===== config.mk =====
export PLATFORM = sky130hd
export DESIGN_NAME = rt_uart_tx_arb
export DESIGN_NICKNAME = d
export VERILOG_FILES = /design/src/rtl/rt_uart_arb_pkg.sv /design/src/rtl/rt_rr_pick.sv /design/src/rtl/rt_uart_tx_arb.sv
export SDC_FILE = /design/constraint.sdc
export NUM_CORES = 1
export LEC_CHECK = 0
export ABC_AREA = 1
export CORE_ASPECT_RATIO = 0.8
export CORE_MARGIN = 2
export CORE_UTILIZATION = 42
export CTS_CLUSTER_SIZE = 14
export DETAILED_ROUTE_END_ITERATION = 7
export PLACE_DENSITY = 0.84
export SKIP_LAST_GASP = 1
export SLEW_MARGIN = 25
export SYNTH_ARGS = -nofsm -noshare
export SYNTH_HDL_FRONTEND = slang
export SYNTH_SLANG_ARGS = --single-unit

===== constraint.sdc =====
create_clock -name clk_i -period 1.7 [get_ports clk_i]
set_input_delay 0.255 -clock clk_i [delete_from_list [all_inputs] [get_ports clk_i]]
set_output_delay 0.255 -clock clk_i [all_outputs]
set_load 0.05 [all_outputs]

===== src/rtl/rt_uart_arb_pkg.sv =====
// Shared types and defaults for the RT-subsystem UART transmit arbiter.
package rt_uart_arb_pkg;

  typedef enum logic [0:0] {
    IDLE = 1'b0,
    XFER = 1'b1
  } arb_state_e;

  typedef logic [7:0] byte_t;

  localparam int unsigned DefaultMaxHold = 64;
  localparam int unsigned DefaultTimeout = 1024;

endpackage


===== src/rtl/rt_rr_pick.sv =====
// Combinational round-robin picker: one-hot winner, searching upward from ptr_i with wrap.
module rt_rr_pick #(
  parameter int unsigned NumReq = 4
) (
  input  logic [NumReq-1:0]         req_i,
  input  logic [$clog2(NumReq)-1:0] ptr_i,
  output logic [NumReq-1:0]         gnt_o
);

  localparam int unsigned PtrW = $clog2(NumReq);

  logic            found;
  logic [PtrW-1:0] idx;

  always_comb begin
    gnt_o = '0;
    found = 1'b0;
    idx   = '0;
    for (int unsigned i = 0; i < NumReq; i++) begin
      idx = PtrW'((32'(ptr_i) + i) % NumReq);
      if (!found && req_i[idx]) begin
        gnt_o[idx] = 1'b1;
        found      = 1'b1;
      end
    end
  end

endmodule


===== src/rtl/rt_uart_tx_arb.sv =====
// Packet-atomic round-robin arbiter in front of the UART TX FIFO, with a one-entry output stage.
// Optional idle-owner timeout release is compiled in with RT_UART_ARB_TIMEOUT_EN.
module rt_uart_tx_arb
  import rt_uart_arb_pkg::*;
#(
  parameter int unsigned NumReq        = 4,
  parameter int unsigned MaxHold       = DefaultMaxHold,
  parameter int unsigned TimeoutCycles = DefaultTimeout
) (
  input  logic                clk_i,
  input  logic                rst_i,
  input  logic [NumReq-1:0]   req_valid_i,
  input  logic [NumReq*8-1:0] req_data_i,
  input  logic [NumReq-1:0]   req_last_i,
  output logic [NumReq-1:0]   req_ready_o,
  output logic                tx_valid_o,
  output logic [7:0]          tx_data_o,
  input  logic                tx_ready_i,
  output logic [NumReq-1:0]   grant_o,
  output logic                busy_o,
  output logic                timeout_o
);

  localparam int unsigned PtrW = $clog2(NumReq);

  arb_state_e        state_q;
  logic [NumReq-1:0] grant_q;
  logic [PtrW-1:0]   owner_q;
  logic [PtrW-1:0]   ptr_q;
  logic [7:0]        hold_q;
  logic              tx_valid_q;
  byte_t             tx_data_q;

  logic [NumReq-1:0] pick;
  logic [PtrW-1:0]   pick_idx;
  logic [PtrW-1:0]   ptr_nxt;
  logic              stage_free;
  logic              accept;
  logic              valid_own;
  logic              last_own;
  logic              hold_hit;
  logic              to_fire;
  logic              release_now;
  byte_t             data_own;

  rt_rr_pick #(
    .NumReq(NumReq)
  ) u_pick (
    .req_i(req_valid_i),
    .ptr_i(ptr_q),
    .gnt_o(pick)
  );

  always_comb begin
    pick_idx = '0;
    for (int unsigned i = 0; i < NumReq; i++) begin
      if (pick[i]) pick_idx = PtrW'(i);
    end
  end

  // The only combinational input-to-output path: tx_ready_i frees the stage for the owner.
  assign stage_free  = ~tx_valid_q | tx_ready_i;
  assign req_ready_o = grant_q & {NumReq{stage_free}};
  assign accept      = |(req_valid_i & req_ready_o);

  assign valid_own   = req_valid_i[owner_q];
  assign last_own    = req_last_i[owner_q];
  assign data_own    = req_data_i[32'(owner_q) * 8 +: 8];
  assign hold_hit    = (hold_q == 8'(MaxHold - 1));
  assign release_now = (accept && (last_own || hold_hit)) || to_fire;
  assign ptr_nxt     = (owner_q == PtrW'(NumReq - 1)) ? '0 : owner_q + PtrW'(1);

  always_ff @(posedge clk_i or posedge rst_i) begin
    if (rst_i) begin
      state_q    <= IDLE;
      grant_q    <= '0;
      owner_q    <= '0;
      ptr_q      <= '0;
      hold_q     <= '0;
      tx_valid_q <= 1'b0;
      tx_data_q  <= '0;
    end else begin
      if (accept) begin
        tx_data_q  <= data_own;
        tx_valid_q <= 1'b1;
      end else if (tx_ready_i) begin
        tx_valid_q <= 1'b0;
      end

      case (state_q)
        IDLE: begin
          if (|req_valid_i) begin
            grant_q <= pick;
            owner_q <= pick_idx;
            hold_q  <= '0;
            state_q <= XFER;
          end
        end
        XFER: begin
          if (accept && hold_q != 8'(MaxHold)) hold_q <= hold_q + 8'd1;
          if (release_now) begin
            grant_q <= '0;
            ptr_q   <= ptr_nxt;
            hold_q  <= '0;
            state_q <= IDLE;
          end
        end
        default: state_q <= IDLE;
      endcase
    end
  end

`ifdef RT_UART_ARB_TIMEOUT_EN
  localparam int unsigned ToW = $clog2(TimeoutCycles + 1);

  logic [ToW-1:0] to_cnt_q;
  logic           timeout_q;

  // Count only cycles where the owner has nothing to offer; any accepted byte restarts it.
  assign to_fire = (state_q == XFER) && !accept && !valid_own &&
                   (to_cnt_q == ToW'(TimeoutCycles - 1));

  always_ff @(posedge clk_i or posedge rst_i) begin
    if (rst_i) begin
      to_cnt_q  <= '0;
      timeout_q <= 1'b0;
    end else begin
      timeout_q <= to_fire;
      if (state_q != XFER || accept || to_fire) begin
        to_cnt_q <= '0;
      end else if (!valid_own) begin
        to_cnt_q <= to_cnt_q + ToW'(1);
      end
    end
  end

  assign timeout_o = timeout_q;
`else
  logic unused_timeout;

  assign to_fire        = 1'b0;
  assign unused_timeout = (TimeoutCycles != 0);
  assign timeout_o      = 1'b0;
`endif

  assign grant_o    = grant_q;
  assign tx_valid_o = tx_valid_q;
  assign tx_data_o  = tx_data_q;
  assign busy_o     = (state_q == XFER) | tx_valid_q;

endmodule


==> impl_metrics.env, run 1 <==
export IMPL_cts_tree="done"
export IMPL_synth_sequential_area_ratio_pct=33.1
export IMPL_violations="setup timing"
export IMPL_num_io_pins=62
export IMPL_synth_top_cells_by_area="dfrtp_1 33%, nand2_1 13%, nor2_1 11%, nand3_1 7.1%, ha_1 5.7%"
export IMPL_power_density_mw_per_mm2=1830
export IMPL_synth_compound_area_share_pct=9.94
export IMPL_die_h_um=65.2
export IMPL_clk_latency_ns=0.28
export IMPL_synth_common_cells="66 x nand2_1, 59 x nor2_1, 28 x nand3_1"
export IMPL_cp_start_kind="register"
export IMPL_combPwrFrac_pct=75.2
export IMPL_required_ns=1.91
export IMPL_synthMuxAreaShare_pct=0
export IMPL_min_path_type="in2async"
export IMPL_drtAntennaViolNets=0
export IMPL_cts_inserted_buffers=3
export IMPL_fin_util_pct=68.0
export IMPL_fin_hold_ws_ns=0.248
export IMPL_htree_levels=1
export IMPL_p_total_mw=5.67
export IMPL_layout_setup_ws_ns=-0.105
export IMPL_synth_fa_ha_area_share_pct=5.74
export IMPL_grt_max_degree=17
export IMPL_crit_path_end_kind="register"
export IMPL_synth_warnings=0
export IMPL_path_clk_slew_ns=0.10
export IMPL_p_int_mw=2.69
export IMPL_synth_xor_area_share_pct=2.23
export IMPL_die_area_mm2=0.00524
export IMPL_io_buffers=60
export IMPL_grt_pass1_wl_mm=9.41
export IMPL_worstSetupPathType="reg2reg"
export IMPL_ys_flop_type="dfrtp_1"
export IMPL_synth_top_family_by_area="simple AND/OR/NAND/NOR gates"
export IMPL_drive_above_1_share_pct=28.2
export IMPL_overflow=0
export IMPL_yosys_area_top_type="dfrtp_1"
export IMPL_yosys_area_share_simple_pct=40.9
export IMPL_synth_async_reset_ratio_pct=100
export IMPL_antenna_cells=0
export IMPL_initial_core_util_pct=43.2
export IMPL_avgRoutedWirePerCell_um=13.8
export IMPL_slew_violations=0
export IMPL_grtUsageTotal_pct=22.9
export IMPL_chipWidth_um=80.4
export IMPL_clockRootBuffer="clkbuf_8"
export IMPL_seq_power_share_pct=18.3
export IMPL_n_fill_cell=380
export IMPL_yosysMostFrequentCell="nand2_1"
export IMPL_clock_sinks=26
export IMPL_swShare_pct=52.4
export IMPL_path_max_fanout=3
export IMPL_drv_cap=0
export IMPL_rsz0062_at_grt="yes"
export IMPL_status="complete, but fails checks"
export IMPL_p_clk_share_pct=6.5
export IMPL_hold_viol_final=0
export IMPL_final_nets=440
export IMPL_synth_seq_cells=26
export IMPL_setup_viol=5
export IMPL_fin_skew_ns=0.0105
export IMPL_leakagePower_nw=1.47
export IMPL_clock_path_buffers=2
export IMPL_coreArea_mm2=0.00454
export IMPL_drt_initial_drc_count=138
export IMPL_syn_area_mm2=0.00196
export IMPL_first_global_vias=2161
export IMPL_row_count=22
export IMPL_firstDrtPassIters=4
export IMPL_fmax_mhz=554
export IMPL_reg2reg_depth=14
export IMPL_routed_wl_mm=6.16
export IMPL_synth_top_area_share_pct=33.1
export IMPL_hpwl_mm=4.63
export IMPL_peakVddDrop_mv=1.01
export IMPL_post_drt_via_cell_ratio=5.18
export IMPL_timing_final_crit_period_ns=1.81
export IMPL_synth_cells=293
export IMPL_synth_edf_count=0
export IMPL_netSwitchingPower_mw=2.97
export IMPL_syn_avg_cell_area_um2=6.70
export IMPL_fin_crit_sh_pct=106
export IMPL_vias=2317
export IMPL_synth_nets=345
export IMPL_arrival_ns=2.02
export IMPL_drc=0
export IMPL_syn_to_final_growth_pct=57.4
export IMPL_ys_types=33
export IMPL_antenna_found_initial=0
export IMPL_setup_tns_ns=-0.260
export IMPL_globalplace_congestion=0.963
==> timing repair <==
action                                  in CTS  in global routing
setup buffers                                1                  2
gates resized for setup                     12                 36
hold buffers                                 0                  0
endpoints found under the setup margin      12                 19
pin swaps                                    4                 17
==> final timing paths <==
| kind | start | slack (ns) | to |
|---|---|---|---|
| worst max-delay path | ptr_q[1]$_DFFE_PP0P_ | -0.11 | owner_q[0]$_DFFE_PP0P_ |
| worst min-delay path | rst_i | 0.25 | hold_q[3]$_DFFE_PP0P_ |
| worst max register to register | ptr_q[1]$_DFFE_PP0P_ | -0.11 | owner_q[0]$_DFFE_PP0P_ |
| worst min register to register | tx_data_o[5]$_DFFE_PP0P_ | 0.56 | tx_data_o[5]$_DFFE_PP0P_ |
| max in group asynchronous | rst_i | 0.96 | tx_data_o[5]$_DFFE_PP0P_ |
| min in group clk_i | tx_data_o[5]$_DFFE_PP0P_ | 0.56 | tx_data_o[5]$_DFFE_PP0P_ |
==> per-stage QoR <==
step,instance area [µm²],setup WS (ns),std cells
2_1_floorplan,1980,0.0000793,293
3_3_place_gp,2870,-0.246,440
3_5_place_dp,2870,-0.295,440
4_1_cts,2960,0.00175,445
5_1_grt,3090,-0.187,447
6_report,3090,-0.105,447
==> cells by family after synthesis <==
logic type	after synthesis
AND/OR/NAND/NOR	180
adder cells (fa/ha/maj)	9
XOR/XNOR	5
AO/OA/AOI/OAI	36
other	1
buffers and inverters	36
flip-flops	26
==> critical path: stages, from the launching register on <==
cell	delay, ns
dfrtp_1	0.38
inv_2	0.06
ha_4	0.30
inv_4	0.05
buf_6	0.12
nand3_4	0.09
nand2_4	0.06
nand3_2	0.06
nand2_1	0.06
inv_1	0.05
nand2_1	0.05
nor2_1	0.11
buf_4	0.16
nand2_2	0.06
a21oi_2	0.13
==> placed cells by master, fill, tap and decap left out, types with 5 or more instances in the layout <==
cell	Yosys	final
a31oi_1	9	9
buf_4	1	48
clkdlybuf4s50_1	0	41
dfrtp_1	26	24
ha_1	9	7
inv_1	25	23
nand2_1	66	50
nand2_2	4	16
nand2_4	3	7
nand3_1	28	25
nor2_1	59	53
nor3_1	6	5
o21ai_0	19	17
==> cell type report <==
cell class | instances | area (µm²) | share of cell area, %
clock buffer | 4 | 45.0 | 1.46
inverter | 29 | 111 | 3.60
sequential | 26 | 653 | 21.1
tap | 60 | 75.1 | 2.43
timing repair buffer | 97 | 897 | 29.0
multi-input combinational | 231 | 1310 | 42.3
==> routing by layer <==
layer  wire length [µm]  share of wire (%)  GRT usage (%)  up-vias
met5                  0                  0              0        -
met4                 41               0.67           3.60        0
met3                621                 10           6.73        8
met2               2850                 46           38.8      120
met1               2650                 43           29.6     1054
li1                   -                  -              -     1135
==> power by group through the flow <==
stage | combinational (mW) | sequential [mW] | clock [mW]
detailed placement | 3.67 | 1.04 | 0
CTS | 3.81 | 1.03 | 0.377
finish | 4.26 | 1.04 | 0.368
global placement | 3.60 | 1.03 | 0
global route | 4.58 | 1.07 | 0.396
floorplan | 1.83 | 1.52 | 0
==> sequential cells by signal, indices dropped and copies added, names as in the netlist <==
register    count
hold_q          8
grant_o         4
tx_data_o       8
ptr_q           2
state_q         1
tx_valid_o      1
owner_q         2
Note: power is estimated with default switching activity, not from simulation.
==> inputs of run 2 (changes only) <==
--- a/config.mk
+++ b/config.mk
@@ -11,6 +11,7 @@
 export CORE_UTILIZATION = 42
 export CTS_CLUSTER_SIZE = 14
 export DETAILED_ROUTE_END_ITERATION = 7
+export MAX_ROUTING_LAYER = met4
 export PLACE_DENSITY = 0.84
 export SKIP_LAST_GASP = 1
 export SLEW_MARGIN = 25
==> run 2 against run 1 <==
Effect of this change:
- sequential share of layout area about the same
- the flow still finishes with violations (setup timing)
- clock skew about the same
- worst hold slack improved by 0.0087 ns
- non-clock buffer count shrank 2
- largest cell class unchanged
- setup slack better by 0.055 ns
- total power down 1.8%
- critical path depth fell by 4
- die area unchanged
==> impl_metrics.env, run 2 (same netlist as run 1, synthesis figures left out) <==
export IMPL_syn_to_final_growth_pct=57.4
export IMPL_clock_sinks=26
export IMPL_post_drt_via_cell_ratio=5.22
export IMPL_fin_crit_sh_pct=103
export IMPL_dpl_cell_count=440
export IMPL_initial_core_util_pct=43.2
export IMPL_r2r_start="ptr_q[1]$_DFFE_PP0P_"
export IMPL_path_clk_slew_ns=0.09
export IMPL_final_cells=445
export IMPL_status="complete, but fails checks"
export IMPL_drv_cap=0
export IMPL_io_buffers=60
export IMPL_n_fill_cell=367
export IMPL_layout_common_cells="51 x nor2_1, 50 x nand2_1, 47 x buf_4"
export IMPL_violations="setup timing"
export IMPL_endpoint="grant_o[3]$_DFFE_PP0P_"
export IMPL_firstDrtPassIters=5
export IMPL_power_density_mw_per_mm2=1800
export IMPL_leakagePower_nw=1.45
export IMPL_peakVddDrop_mv=0.913
export IMPL_timing_final_crit_period_ns=1.75
export IMPL_reg2reg_depth=10
export IMPL_cts_inserted_buffers=3
export IMPL_design_area_mm2=0.00309
export IMPL_arrival_ns=1.97
export IMPL_antenna_cells=0
export IMPL_final_common_cell="nor2_1"
export IMPL_die_area_mm2=0.00524
export IMPL_row_count=22
export IMPL_postCtsHoldBufs=0
export IMPL_hold_viol_final=0
export IMPL_r2r_end="grant_o[3]$_DFFE_PP0P_"
export IMPL_required_ns=1.92
export IMPL_clock_path_buffers=2
export IMPL_fmax_mhz=571
export IMPL_avgRoutedWirePerCell_um=13.5
export IMPL_htree_levels=1
export IMPL_cp_buffers_inverters=3
export IMPL_globalplace_congestion=0.943
export IMPL_num_io_pins=62
export IMPL_chipWidth_um=80.4
export IMPL_first_global_vias=2126
export IMPL_vias=2322
export IMPL_regArea_um2=653
export IMPL_grt_max_degree=17
export IMPL_layout_setup_ws_ns=-0.0503
export IMPL_path_max_fanout=4
export IMPL_min_path_type="in2async"
export IMPL_worstSetupPathType="reg2reg"
export IMPL_setup_viol=2
export IMPL_coreArea_mm2=0.00454
export IMPL_cts_tree="done"
export IMPL_antenna_found_initial=0
export IMPL_cp_cell_sequence="inv_2 > ha_4 > inv_4 > nand3_2 > nand2_2 > nand2_4 > nor3b_2 > nor2_4 > or2_1 > inv_1"
export IMPL_final_nets=438
export IMPL_crit_path_end_kind="register"
export IMPL_pre_cts_slack_ns=-0.271
export IMPL_rrSetupSlack_ns=-0.05
export IMPL_crit_slowest_cell="dfrtp_1"
export IMPL_dpl_cell_area_mm2=0.00287
export IMPL_grtUsageTotal_pct=23.5
export IMPL_crit_path_start="ptr_q[1]$_DFFE_PP0P_"
export IMPL_slew_violations=0
export IMPL_drtAntennaViolNets=0
export IMPL_fin_skew_ns=0.0103
export IMPL_cpPeakStageDelay_ns=0.41
export IMPL_clk_latency_ns=0.27
export IMPL_cp_start_kind="register"
export IMPL_clockRootBuffer="clkbuf_8"
export IMPL_hpwl_mm=4.58
export IMPL_crit_family="simple AND/OR/NAND/NOR gates"
export IMPL_drt_initial_drc_count=175
export IMPL_routed_wl_mm=6.00
export IMPL_overflow=0
export IMPL_drc=0
export IMPL_multi_input_area_mm2=0.00133
export IMPL_drive_above_1_share_pct=29.1
export IMPL_p_total_mw=5.56
export IMPL_grt_pass1_wl_mm=9.41
export IMPL_die_h_um=65.2
export IMPL_rsz0062_at_grt="yes"
export IMPL_cp_depth=10
run 2: changes by cell type in the layout (fill, tap and decap cells not counted), sizes merged:
cell	change
buf	-2
run 2: worst min path at each step:
stage	startpoint	endpoint	slack (ns)	depth (start not counted)
2_1_floorplan	rst_i	grant_o[0]$_DFFE_PP0P_	0.29	1
3_3_place_gp	hold_q[7]$_DFFE_PP0P_	hold_q[7]$_DFFE_PP0P_	0.53	2
3_5_place_dp	tx_data_o[4]$_DFFE_PP0P_	tx_data_o[4]$_DFFE_PP0P_	0.54	2
4_1_cts	rst_i	hold_q[4]$_DFFE_PP0P_	0.27	2
5_1_grt	rst_i	hold_q[4]$_DFFE_PP0P_	0.28	2
6_report	rst_i	hold_q[4]$_DFFE_PP0P_	0.26	2
run 2: final cells by class:
class,instances,area share (%)
Clock buffer,4,1.46
Timing Repair Buffer,95,28.4
Tap cell,60,2.43
Inverter,29,3.60
Multi-Input combinational cell,231,42.9
Sequential cell,26,21.1
run 2: what timing repair did:
item | 4_1_cts | 5_1_grt
setup endpoints to repair | 12 | 19
pin swaps | 0 | 14
buffers inserted | 0 | 2
gates resized for setup | 6 | 45
run 2: metrics by stage:
stage	util [%]	setup TNS, ns	hold slack, ns
final	68.0	-0.0758	0.257
after global routing	68.0	-0.763	0.281
after CTS	64.5	-0.0430	0.269
after detailed placement	63.1	-3.34	0.544
after global placement	63.1	-2.73	0.529
after floorplan	-	0	0.295
run 2: power breakdown:
part	internal [mW]	switching [mW]	total [mW]
Sequential	0.854	0.190	1.04
Combinational	1.63	2.52	4.16
Clock	0.168	0.192	0.360
Total	2.65	2.91	5.56
run 2: metal layers:
layer	share of wire (%)	vias up	global-route usage, %
met1	42	1063	31.0
li1	-	1135	-
met2	48	112	38.0
met4	1.1	0	3.39
met5	0	-	-
met3	8.5	12	5.36
==> inputs of run 3 (changes only) <==
--- a/config.mk
+++ b/config.mk
@@ -9,7 +9,7 @@
 export CORE_ASPECT_RATIO = 0.8
 export CORE_MARGIN = 2
 export CORE_UTILIZATION = 42
-export CTS_CLUSTER_SIZE = 14
+export CTS_CLUSTER_SIZE = 12
 export DETAILED_ROUTE_END_ITERATION = 7
 export MAX_ROUTING_LAYER = met4
 export PLACE_DENSITY = 0.84
==> results of run 3 <==
Final layout, timing and power as in run 2 (identical DEF).
